## config.mk

```make
export PLATFORM = sky130hd
export DESIGN_NAME = hgp_mod_addsub_pipe
export DESIGN_NICKNAME = d
export VERILOG_FILES = /design/src/rtl/hgp_mod_addsub_pipe_pkg.sv /design/src/rtl/hgp_bit_cell.sv /design/src/rtl/hgp_mod_addsub_pipe.sv
export SDC_FILE = /design/constraint.sdc
export NUM_CORES = 1
export LEC_CHECK = 0
export CAP_MARGIN = 20
export CORE_MARGIN = 2
export CORE_UTILIZATION = 40
export DETAILED_ROUTE_END_ITERATION = 8
export DONT_BUFFER_PORTS = 1
export PLACE_DENSITY = 0.5
export SLEW_MARGIN = 20
export SYNTH_ARGS = -nofsm -noshare
export SYNTH_HDL_FRONTEND = slang
export SYNTH_SLANG_ARGS = --single-unit
```

## constraint.sdc

```tcl
create_clock -name clk -period 2 [get_ports clk]
set_input_delay 0.4 -clock clk [delete_from_list [all_inputs] [get_ports clk]]
set_output_delay 0.4 -clock clk [all_outputs]
set_load 0.02 [all_outputs]
```

## src/rtl/hgp_mod_addsub_pipe_pkg.sv

```systemverilog
// Shared constants for the modulo-(2^WIDTH-1) add/sub pipeline: legal width range,
// pipeline depth and operation encodings.
package hgp_mod_addsub_pipe_pkg;

    localparam int WIDTH_MIN   = 2;
    localparam int WIDTH_MAX   = 32;
    localparam int STAGE_COUNT = 3;

    localparam logic OP_ADD = 1'b0;
    localparam logic OP_SUB = 1'b1;

endpackage

```

## src/rtl/hgp_bit_cell.sv

```systemverilog
// Per-bit half-sum / generate / propagate cell used by stage 1 of the
// modulo add/sub pipeline.
module hgp_bit_cell (
    input  logic a,
    input  logic b,
    output logic h,
    output logic g,
    output logic p
);

    assign h = a ^ b;
    assign g = a & b;
    assign p = a | b;

endmodule

```

## src/rtl/hgp_mod_addsub_pipe.sv

```systemverilog
// 3-stage pipelined modulo-(2^WIDTH-1) adder/subtractor with valid/ready handshake.
// Define HGP_ZERO_NORMALISE_EN to map the all-ones (negative zero) result to all-zeros.
module hgp_mod_addsub_pipe
    import hgp_mod_addsub_pipe_pkg::*;
#(
    parameter int WIDTH = 4
) (
    input  logic             clk,
    input  logic             rst_n,
    input  logic             in_valid,
    output logic             in_ready,
    input  logic [WIDTH-1:0] in_a,
    input  logic [WIDTH-1:0] in_b,
    input  logic             in_sub,
    output logic             out_valid,
    input  logic             out_ready,
    output logic [WIDTH-1:0] out_s,
    output logic             out_zero
);

    if (WIDTH < WIDTH_MIN || WIDTH > WIDTH_MAX) begin : g_bad_width
        $error("hgp_mod_addsub_pipe: WIDTH out of range 2..32");
    end

    // The whole pipe advances as one unit; a full output register blocks everything.
    logic en;
    assign en       = ~out_valid | out_ready;
    assign in_ready = en;

    // Stage 1: subtraction is addition of the one's complement of B.
    logic [WIDTH-1:0] b_op, h_c, g_c, p_c;
    assign b_op = (in_sub == OP_SUB) ? ~in_b : in_b;

    for (genvar i = 0; i < WIDTH; i++) begin : g_cell
        hgp_bit_cell u_cell (
            .a (in_a[i]),
            .b (b_op[i]),
            .h (h_c[i]),
            .g (g_c[i]),
            .p (p_c[i])
        );
    end

    logic             v1;
    logic [WIDTH-1:0] h1, g1, p1;

    // NOTE: state uses non-blocking assignments and async reset so every stage
    // updates from the previous cycle's values regardless of block order.
    always_ff @(posedge clk or negedge rst_n) begin
        if (!rst_n) begin
            v1 <= 1'b0;
            h1 <= '0;
            g1 <= '0;
            p1 <= '0;
        end else if (en) begin
            v1 <= in_valid;
            h1 <= h_c;
            g1 <= g_c;
            p1 <= p_c;
        end
    end

    // Stage 2: serial prefix; the top group propagate is never consumed downstream.
    logic [WIDTH-1:0] gg_c;
    logic [WIDTH-2:0] pp_c;

    // NOTE: every combinational output gets a default first so no latch can be inferred.
    always_comb begin
        gg_c    = '0;
        pp_c    = '0;
        gg_c[0] = g1[0];
        pp_c[0] = p1[0];
        for (int i = 1; i < WIDTH; i++) begin
            gg_c[i] = g1[i] | (p1[i] & gg_c[i-1]);
        end
        for (int i = 1; i < WIDTH - 1; i++) begin
            pp_c[i] = p1[i] & pp_c[i-1];
        end
    end

    logic             v2, cout2;
    logic [WIDTH-1:0] h2;
    logic [WIDTH-2:0] gg2, pp2;

    always_ff @(posedge clk or negedge rst_n) begin
        if (!rst_n) begin
            v2    <= 1'b0;
            h2    <= '0;
            gg2   <= '0;
            pp2   <= '0;
            cout2 <= 1'b0;
        end else if (en) begin
            v2    <= v1;
            h2    <= h1;
            gg2   <= gg_c[WIDTH-2:0];
            pp2   <= pp_c;
            cout2 <= gg_c[WIDTH-1];
        end
    end

    // Stage 3: end-around carry re-enters at bit 0; one pass always suffices.
    logic [WIDTH-1:0] carry, sum_c, sum_n;
    logic             zero_c;

    assign carry = {gg2 | (pp2 & {(WIDTH-1){cout2}}), cout2};
    assign sum_c = h2 ^ carry;

`ifdef HGP_ZERO_NORMALISE_EN
    assign sum_n  = (&sum_c) ? '0 : sum_c;
    assign zero_c = (sum_n == '0);
`else
    assign sum_n  = sum_c;
    assign zero_c = (sum_c == '0) | (&sum_c);
`endif

    always_ff @(posedge clk or negedge rst_n) begin
        if (!rst_n) begin
            out_valid <= 1'b0;
            out_s     <= '0;
            out_zero  <= 1'b0;
        end else if (en) begin
            out_valid <= v2;
            out_s     <= sum_n;
            out_zero  <= zero_c;
        end
    end

endmodule

```

==> results.cfg, run 1 <==
[run_status]
status = completed

[power]
p_per_area_nw_per_um2 = 1310
p_total_w = 0.00202
vdd.ir_drop.worst_mv = 0.372
p_leak_nw = 0.789

[detailed_routing]
wl_per_cell_um = 11.4
vias_per_cell = 4.62
finalWirelength_mm = 2.30
ant_nets = 0
dr_total_vias = 934
drtPass1Iterations = 4
drtIter0Drc = 51
drc = 0

[synthesis]
synth_top_family_by_area = simple AND/OR/NAND/NOR gates
synthCells = 151
synth_area_per_cell_um2 = 9.27
synth_cell_types = 22
ys_ff_latch = 31
muxShareOfSynthArea_pct = 0.804
synthesis.nets = 172
ys_warn_count = 0
syn_area_um2 = 1400
synth_compound_area_share_pct = 6.97
synth_xor_area_share_pct = 5.00
synth_fa_ha_area_share_pct = 7.15
synthSimpleGateAreaFrac_pct = 20.1
ys_seq_area_share_pct = 55.4

[critical_path]
worstSetupEndpointType = primary output
critical_path_required_ns = 1.60
worstPathMaxFanout = 20
rrSetupSlack_ns = 0.50
critPathLaunchType = flop
arrival_ns = 1.28
path_class = flop to primary output

[clock_tree]
tritoncts = yes
clk_pin_slew_ns = 0.09
cts_num_sinks = 31
cts_made_buffers = 5
cts_hold_buf = 2
cts-root-buf = clkbuf_4
post_cts_buffers = 0
clock_path_buffers = 2
postCtsResizedCells = 0
htree_levels = 2
worstSkewPairLatency_ns = 0.32

[timing]
drv_slew = 0
setup_viol_count_final = 0
hold_viol_final = 0
grt_setup_unrepaired = false
holdWs_ns = 0.184
max_slew_margin_pct = 73.6
fin_ws_ns = 0.317
setup_tns_ns = 0
worst_slew_pin_slew_ns = 0.395
min_period_over_period_pct = 84.1
period_needed_ns = 1.68
fmax_mhz = 594
fin_worst_skew_ns = 0.00437

[global_route]
grt_pass1_vias = 1044
grt-ovfl-total = 0
track_usage_pct = 14.1
grt_max_degree = 32
antenna_found_initial = 0
grt_pass1_wl_mm = 4.43

[placement]
preCtsSetupSlack_ns = 0.491
dp.final_hpwl_mm = 1.62
numPortBuffers = 0
routabilityCongestion = 0.746
placed_cells = 192

[floorplanning]
dieWidth_um = 63.2
ios = 20
dieHeight_um = 63.2
start_util_pct = 42.0
dieArea_um2 = 3990
row_count = 21
core_area_um2 = 3340

[final_layout]
area_delta_synth_final_pct = 10.4
nNetsFinal = 176
num-fill-cells = 351
final_cells = 202
final_cell_mix = nand2_1, dfrtp_1, inv_1, a21oi_1
layout.cells.most_common = nand2_1
n_antenna_cell = 0
drive_above_1_share_pct = 8.97

[run]
maxCapViolCount = 0

[hold_path]
hold_class = input port to flop
logic make-up (layout without fill, tap and decap cells):
group,Yosys count,after routing
simple gates,70,70
flops,31,31
buf+inv,17,22
compound gates,16,16
fa+ha+maj,8,8
xor+xnor,8,8
mux,1,1
registers in the layout (all words and copies together), names as in the netlist:
register	count
cout2	1
g1	4
gg2	3
h1	4
h2	4
out_s	4
out_valid	1
out_zero	1
p1	4
pp2	3
v1	1
v2	1
cell type report:
class	instances	area, µm²	area share, %
timing repair buffer	4	45.0	2.91
multi-input combinational	103	561	36.3
sequential	31	776	50.2
inverter	10	37.5	2.43
tap	46	57.6	3.72
clock buffer	8	68.8	4.45
through the flow:
stage	util, %	cell area [µm²]
global route	46.3	1550
detailed placement	43.3	1450
floorplan	-	1400
global placement	43.3	1450
finish	46.3	1550
CTS	46.3	1550
cell usage after synthesis:
cell type	number	share of area, %
nor2b_1	1	0.45
inv_2	1	0.27
nor2_1	7	1.9
nand2_1	58	16
o21ai_0	1	0.36
nand2b_1	1	0.45
nand4b_1	1	0.63
clkbuf_1	4	1.1
mux2_2	1	0.80
ha_1	8	7.1
a31oi_1	1	0.45
o21bai_1	1	0.54
buf_1	3	0.80
xnor2_1	8	5.0
a22o_1	1	0.63
a21oi_2	2	1.3
inv_1	9	2.4
a21o_1	1	0.54
and3_1	1	0.45
a21oi_1	9	3.2
or4b_1	1	0.71
dfrtp_1	31	55
worst max-delay path, cell delays in order, from the launching register on:
cell and delay (ns):
dfrtp_1 0.46, nor2b_1 0.19, inv_2 0.31
metal layers:
layer | GRT usage [%] | routed length (µm) | up-vias
met5 | 0 | 0 | -
met4 | 5.83 | 36 | 0
met3 | 5.18 | 129 | 4
met2 | 23.7 | 1080 | 24
met1 | 16.3 | 1050 | 432
li1 | - | - | 474
final timing paths:
path	start	endpoint	depth (start not counted)
worst max-delay path	out_valid	in_ready	2
worst min register to register	h1[1]	h1[1]	2
min in group asynchronous	rst_n	out_s[3]	2
worst min-delay path	in_valid	v1	2
worst max register to register	out_valid	p1[0]	5
max in group asynchronous	rst_n	g1[2]	2
power breakdown:
| group | internal (W) | switching, W | total [W] |
|---|---|---|---|
| clock network | 0.000207 | 0.000204 | 0.000411 |
| logic | 0.000243 | 0.000304 | 0.000547 |
| registers | 0.000844 | 0.000221 | 0.00107 |
No activity file was read; power rests on OpenSTA's default activity.
==> run 2: changes to the inputs <==
--- a/config.mk
+++ b/config.mk
@@ -10,7 +10,7 @@
 export CORE_UTILIZATION = 40
 export DETAILED_ROUTE_END_ITERATION = 8
 export DONT_BUFFER_PORTS = 1
-export PLACE_DENSITY = 0.5
+export PLACE_DENSITY = 0.52
 export SLEW_MARGIN = 20
 export SYNTH_ARGS = -nofsm -noshare
 export SYNTH_HDL_FRONTEND = slang
==> constraint.sdc (replaced) <==
create_clock -name clk -period 1.5 [get_ports clk]
set_input_delay 0.3 -clock clk [delete_from_list [all_inputs] [get_ports clk]]
set_output_delay 0.3 -clock clk [all_outputs]
set_load 0.02 [all_outputs]
==> results.cfg, run 2 (same netlist as run 1, synthesis figures left out) <==
[run_status]
status = completed

[clock_tree]
cts_made_buffers = 5
cts-root-buf = clkbuf_4
clock_path_buffers = 2
cts_num_sinks = 31
tritoncts = yes
worstSkewPairLatency_ns = 0.33
clk_pin_slew_ns = 0.10
htree_levels = 2

[global_route]
top_usage_layer = met2
grt_pass1_wl_mm = 4.12
met1_usage_pct = 14.8
track_usage_pct = 13.8
antenna_found_initial = 0
grt_pass1_vias = 953
grt_max_degree = 32
grt-ovfl-total = 0
met2_usage_pct = 22.5
grt_util_met3_pct = 4.82

[placement]
dpl-instance-area_um2 = 1460
numPortBuffers = 0
dp.final_hpwl_mm = 1.65
preCtsSetupSlack_ns = 0.0342
placed_cells = 194
routabilityCongestion = 0.705

[power]
p_seq_share_pct = 49.2
p_leak_nw = 0.818
switching_share_pct = 34.7
p_int_w = 0.00190
vdd.ir_drop.worst_mv = 0.646
p_per_area_nw_per_um2 = 1820
power_frac_clock_pct = 23.1
p_comb_share_pct = 27.7
p_switching_w = 0.00101

[critical_path]
cpPeakStageDelay_ns = 0.51
worstSetupEndpointType = flop
critical_path_required_ns = 1.76
worstPathMaxFanout = 5
path_class = flop to flop
cp_slowest_cell = or4b_1
crit_chain = a21oi_4 > xnor2_2 > or4b_1 > a31oi_1
arrival_ns = 1.72
critPathLaunchType = flop

[timing]
setup_tns_ns = 0
fin_worst_skew_ns = 0.00716
fin_ws_ns = 0.0336
fmax_mhz = 682
grt_setup_unrepaired = true
setup_viol_count_final = 0
period_needed_ns = 1.47
max_slew_margin_pct = 84.5
min_period_over_period_pct = 97.8
hold_viol_final = 0
worst_slew_pin_slew_ns = 0.232
drv_slew = 0

[final_layout]
area_delta_synth_final_pct = 14.7
drive_above_1_share_pct = 13.2
num-fill-cells = 346
n_antenna_cell = 0
final_cell_area_um2 = 1610
nNetsFinal = 179
final_cell_mix = nand2_1, dfrtp_1, inv_1
final_cells = 205
layout.cells.most_common = nand2_1

[floorplanning]
dieArea_um2 = 3990
ios = 20
dieWidth_um = 63.2
start_util_pct = 42.0
core_area_um2 = 3340
row_count = 21
dieHeight_um = 63.2

[detailed_routing]
ant_nets = 0
vias_per_cell = 4.55
dr_total_vias = 933
drtIter0Drc = 64
drtPass1Iterations = 4
drc = 0
wl_per_cell_um = 11.5
finalWirelength_mm = 2.35

[run]
maxCapViolCount = 0

[hold_path]
hold_class = input port to flop
-- run 2: cell types whose count changed in the layout (fill, tap and decap cells not counted), sizes merged --
cell / change
buf: +3
bufinv: +1
clkbuf: -2
clkinv: +1
-- run 2: power by group through the flow --
stage / Combinational (W) / Clock (W) / Sequential [W]
after floorplan: 0.000611 / 0 / 0.00139
after global placement: 0.000748 / 0 / 0.00142
after detailed placement: 0.000762 / 0 / 0.00143
after CTS: 0.000800 / 0.000698 / 0.00141
after global routing: 0.000937 / 0.000739 / 0.00148
final: 0.000808 / 0.000673 / 0.00143
-- run 2: worst paths after layout --
kind	start	to	slack, ns	cells after the start
setup reg to reg	cout2	out_zero	0.03	4
hold / removal	in_valid	v1	0.09	2
setup / recovery	cout2	out_zero	0.03	4
min in group asynchronous	rst_n	out_s[2]	0.40	2
max in group asynchronous	rst_n	cout2	0.93	2
hold reg to reg	v2	v2	0.47	2
-- run 2: timing repair --
action | in CTS | in global routing
setup endpoints to repair | 1 | 1
hold endpoints to repair | 31 | 0
hold buffers | 2 | 0
gates resized for setup | 0 | 4
setup buffers | 1 | 0
-- run 2: cell type report --
type,instances,area (µm²),area share [%]
flip-flops and latches,31,777,48.4
clock inverters,2,35.0,2.18
clock buffers,6,51.3,3.20
repair buffers,7,67.6,4.21
well taps,46,57.6,3.59
inverters,10,37.5,2.34
multi-input cells,103,579,36.1
-- run 2: stage by stage --
| step | util, % | total power (W) | hold WS (ns) |
|---|---|---|---|
| 2_1_floorplan | - | 0.00200 | 0.00441 |
| 3_3_place_gp | 43.8 | 0.00217 | 0.00531 |
| 3_5_place_dp | 43.8 | 0.00219 | 0.00527 |
| 4_1_cts | 47.5 | 0.00291 | 0.0677 |
| 5_1_grt | 48.1 | 0.00316 | 0.0607 |
| 6_report | 48.1 | 0.00291 | 0.0884 |
-- run 2: routing by layer --
layer  wire length, µm  vias up
li1                  -      481
met1              1000      419
met2              1140       26
met3               132        7
met4                77        0
met5                 0        -
-- run 2: worst max-delay path, delay by kind of cell, from the launching register on --
family	cells	cell delay, ns
AOI/OAI and AO/OA	2	0.32
xor gates and xnor gates	1	0.09
and+or+nand+nor	1	0.51
DFF	1	0.47
==> run 3: changes to the inputs <==
--- a/config.mk
+++ b/config.mk
@@ -10,8 +10,10 @@
 export CORE_UTILIZATION = 40
 export DETAILED_ROUTE_END_ITERATION = 8
 export DONT_BUFFER_PORTS = 1
+export GPL_TIMING_DRIVEN = 0
 export PLACE_DENSITY = 0.52
 export SLEW_MARGIN = 20
 export SYNTH_ARGS = -nofsm -noshare
 export SYNTH_HDL_FRONTEND = slang
 export SYNTH_SLANG_ARGS = --single-unit
+export TNS_END_PERCENT = 5
==> results.cfg, run 3 (same netlist as run 1, synthesis figures left out) <==
[run_status]
status = complete, but fails checks
violations = negative setup slack

[power]
p_per_area_nw_per_um2 = 1750
p_int_w = 0.00195
switching_share_pct = 36.3
p_leak_nw = 0.885
p_comb_share_pct = 33.7
p_switching_w = 0.00111
p_seq_share_pct = 48.0
p_total_w = 0.00306
power_frac_clock_pct = 18.3
vdd.ir_drop.worst_mv = 0.560

[final_layout]
final_cell_area_um2 = 1750
final_cell_mix = nand2_1, dfrtp_1, inv_1
layout.cells.most_common = nand2_1
nNetsFinal = 189
drive_above_1_share_pct = 20.1
n_antenna_cell = 0
area_delta_synth_final_pct = 24.7

[critical_path]
timing.rr.start = out_valid
critical_path_required_ns = 1.20
worstPathMaxFanout = 5
cpPeakStageDelay_ns = 0.46
path_class = flop to primary output
reg2reg_depth = 8
cp_slowest_cell = dfrtp_2
rrSetupSlack_ns = 0.01
path_delay_family = flip-flops
r2r_end = out_s[2]
worstSetupEndpointType = primary output
timing.critical_path.buf_inv = 3
arrival_ns = 1.24
crit_chain = nor2b_4 > buf_8 > inv_8 > buf_12
critPathLaunchType = flop

[clock_tree]
cts_num_sinks = 31
clock_path_buffers = 2
worstSkewPairLatency_ns = 0.34
cts_made_buffers = 5
cts-root-buf = clkbuf_4
clk_pin_slew_ns = 0.10
tritoncts = yes
htree_levels = 2

[global_route]
grt_pass1_vias = 1060
grt-ovfl-total = 0
grt_pass1_wl_mm = 4.91
grt_max_degree = 32
track_usage_pct = 16.9
antenna_found_initial = 0

[floorplanning]
start_util_pct = 42.0
dieWidth_um = 63.2
dieArea_um2 = 3990
core_area_um2 = 3340
dieHeight_um = 63.2
row_count = 21
ios = 20

[detailed_routing]
drc = 0
ant_nets = 0
wl_per_cell_um = 13.1
finalWirelength_mm = 2.81
drtPass1Iterations = 4
vias_per_cell = 4.67
dr_total_vias = 1005
drtIter0Drc = 48

[timing]
max_slew_margin_pct = 68.1
worst_slew_pin_slew_ns = 0.479
grt_setup_unrepaired = true
drv_slew = 0
setup_tns_ns = -0.0363
fin_worst_skew_ns = 0.00936
fin_ws_ns = -0.0363
setup_viol_count_final = 1
period_needed_ns = 1.54
hold_viol_final = 0
fmax_mhz = 651
min_period_over_period_pct = 102

[placement]
dp.final_hpwl_mm = 1.85
dpl-instance-area_um2 = 1460
routabilityCongestion = 0.754
numPortBuffers = 0

[hold_path]
min_from = in_valid
hold_class = input port to flop
whs_path_depth = 2
holdPathEnd = v1

[run]
maxCapViolCount = 0
## run 3: cell count changes in the layout (fill, tap and decap cells not counted), sizes merged
cell    delta
buf        +6
clkbuf     +5
bufbuf     +1
bufinv     -1
clkinv     -1
## run 3: per-stage QoR
stage,hold slack [ns],util [%],cells,setup slack [ns]
2_1_floorplan,0.00441,-,151,0.115
3_3_place_gp,0.00515,43.7,197,-0.198
3_5_place_dp,0.00533,43.7,197,-0.211
4_1_cts,0.0592,50.4,214,-0.0811
5_1_grt,0.0525,52.3,215,-0.0850
6_report,0.0657,52.3,215,-0.0363
## run 3: timing repair
action / 4_1_cts / 5_1_grt
buffers inserted: 6 / 1
hold buffers: 2 / 0
cloned: 1 / 0
setup endpoints to repair: 30 / 13
resized for setup: 16 / 11
hold endpoints to repair: 31 / 0
pin swaps: 0 / 4
## run 3: per-layer routing
metal | vias to the layer above | routed length (µm) | track usage [%]
li1 | 504 | - | -
met4 | 0 | 75 | 12.5
met2 | 29 | 1370 | 27.7
met3 | 6 | 147 | 3.93
met5 | - | 0 | 0
met1 | 466 | 1220 | 19.1
## run 3: how the worst max path moves through the flow
| stage | end | cells past startpoint | startpoint |
|---|---|---|---|
| after floorplan | out_zero | 4 | cout2 |
| after global placement | gg2[1] | 6 | out_valid |
| after detailed placement | p1[3] | 6 | out_valid |
| after CTS | in_ready | 4 | out_valid |
| after global routing | in_ready | 4 | out_valid |
| final | in_ready | 4 | out_valid |
## run 3: worst register-to-register path, cell delays in order (launching register included)
cell	delay, ns
dfrtp_2	0.43
nor2b_4	0.18
buf_8	0.12
inv_8	0.03
buf_4	0.13
buf_4	0.12
bufbuf_16	0.26
nand2_1	0.05
nand2_1	0.04
## run 3: power groups by stage
stage,Clock (W),Combinational [W],Sequential [W]
2_1_floorplan,0,0.000611,0.00139
3_3_place_gp,0,0.000728,0.00143
3_5_place_dp,0,0.000749,0.00145
5_1_grt,0.000615,0.00117,0.00151
4_1_cts,0.000574,0.000947,0.00144
6_report,0.000560,0.00103,0.00147
## run 3: cell type report
type	instances	area [µm²]
multi-input combinational	103	618
sequential	31	778
fill	334	1590
inverter	10	45.0
timing repair buffer	10	119
clock buffer	8	68.8
buffer	7	58.8
tap	46	57.6
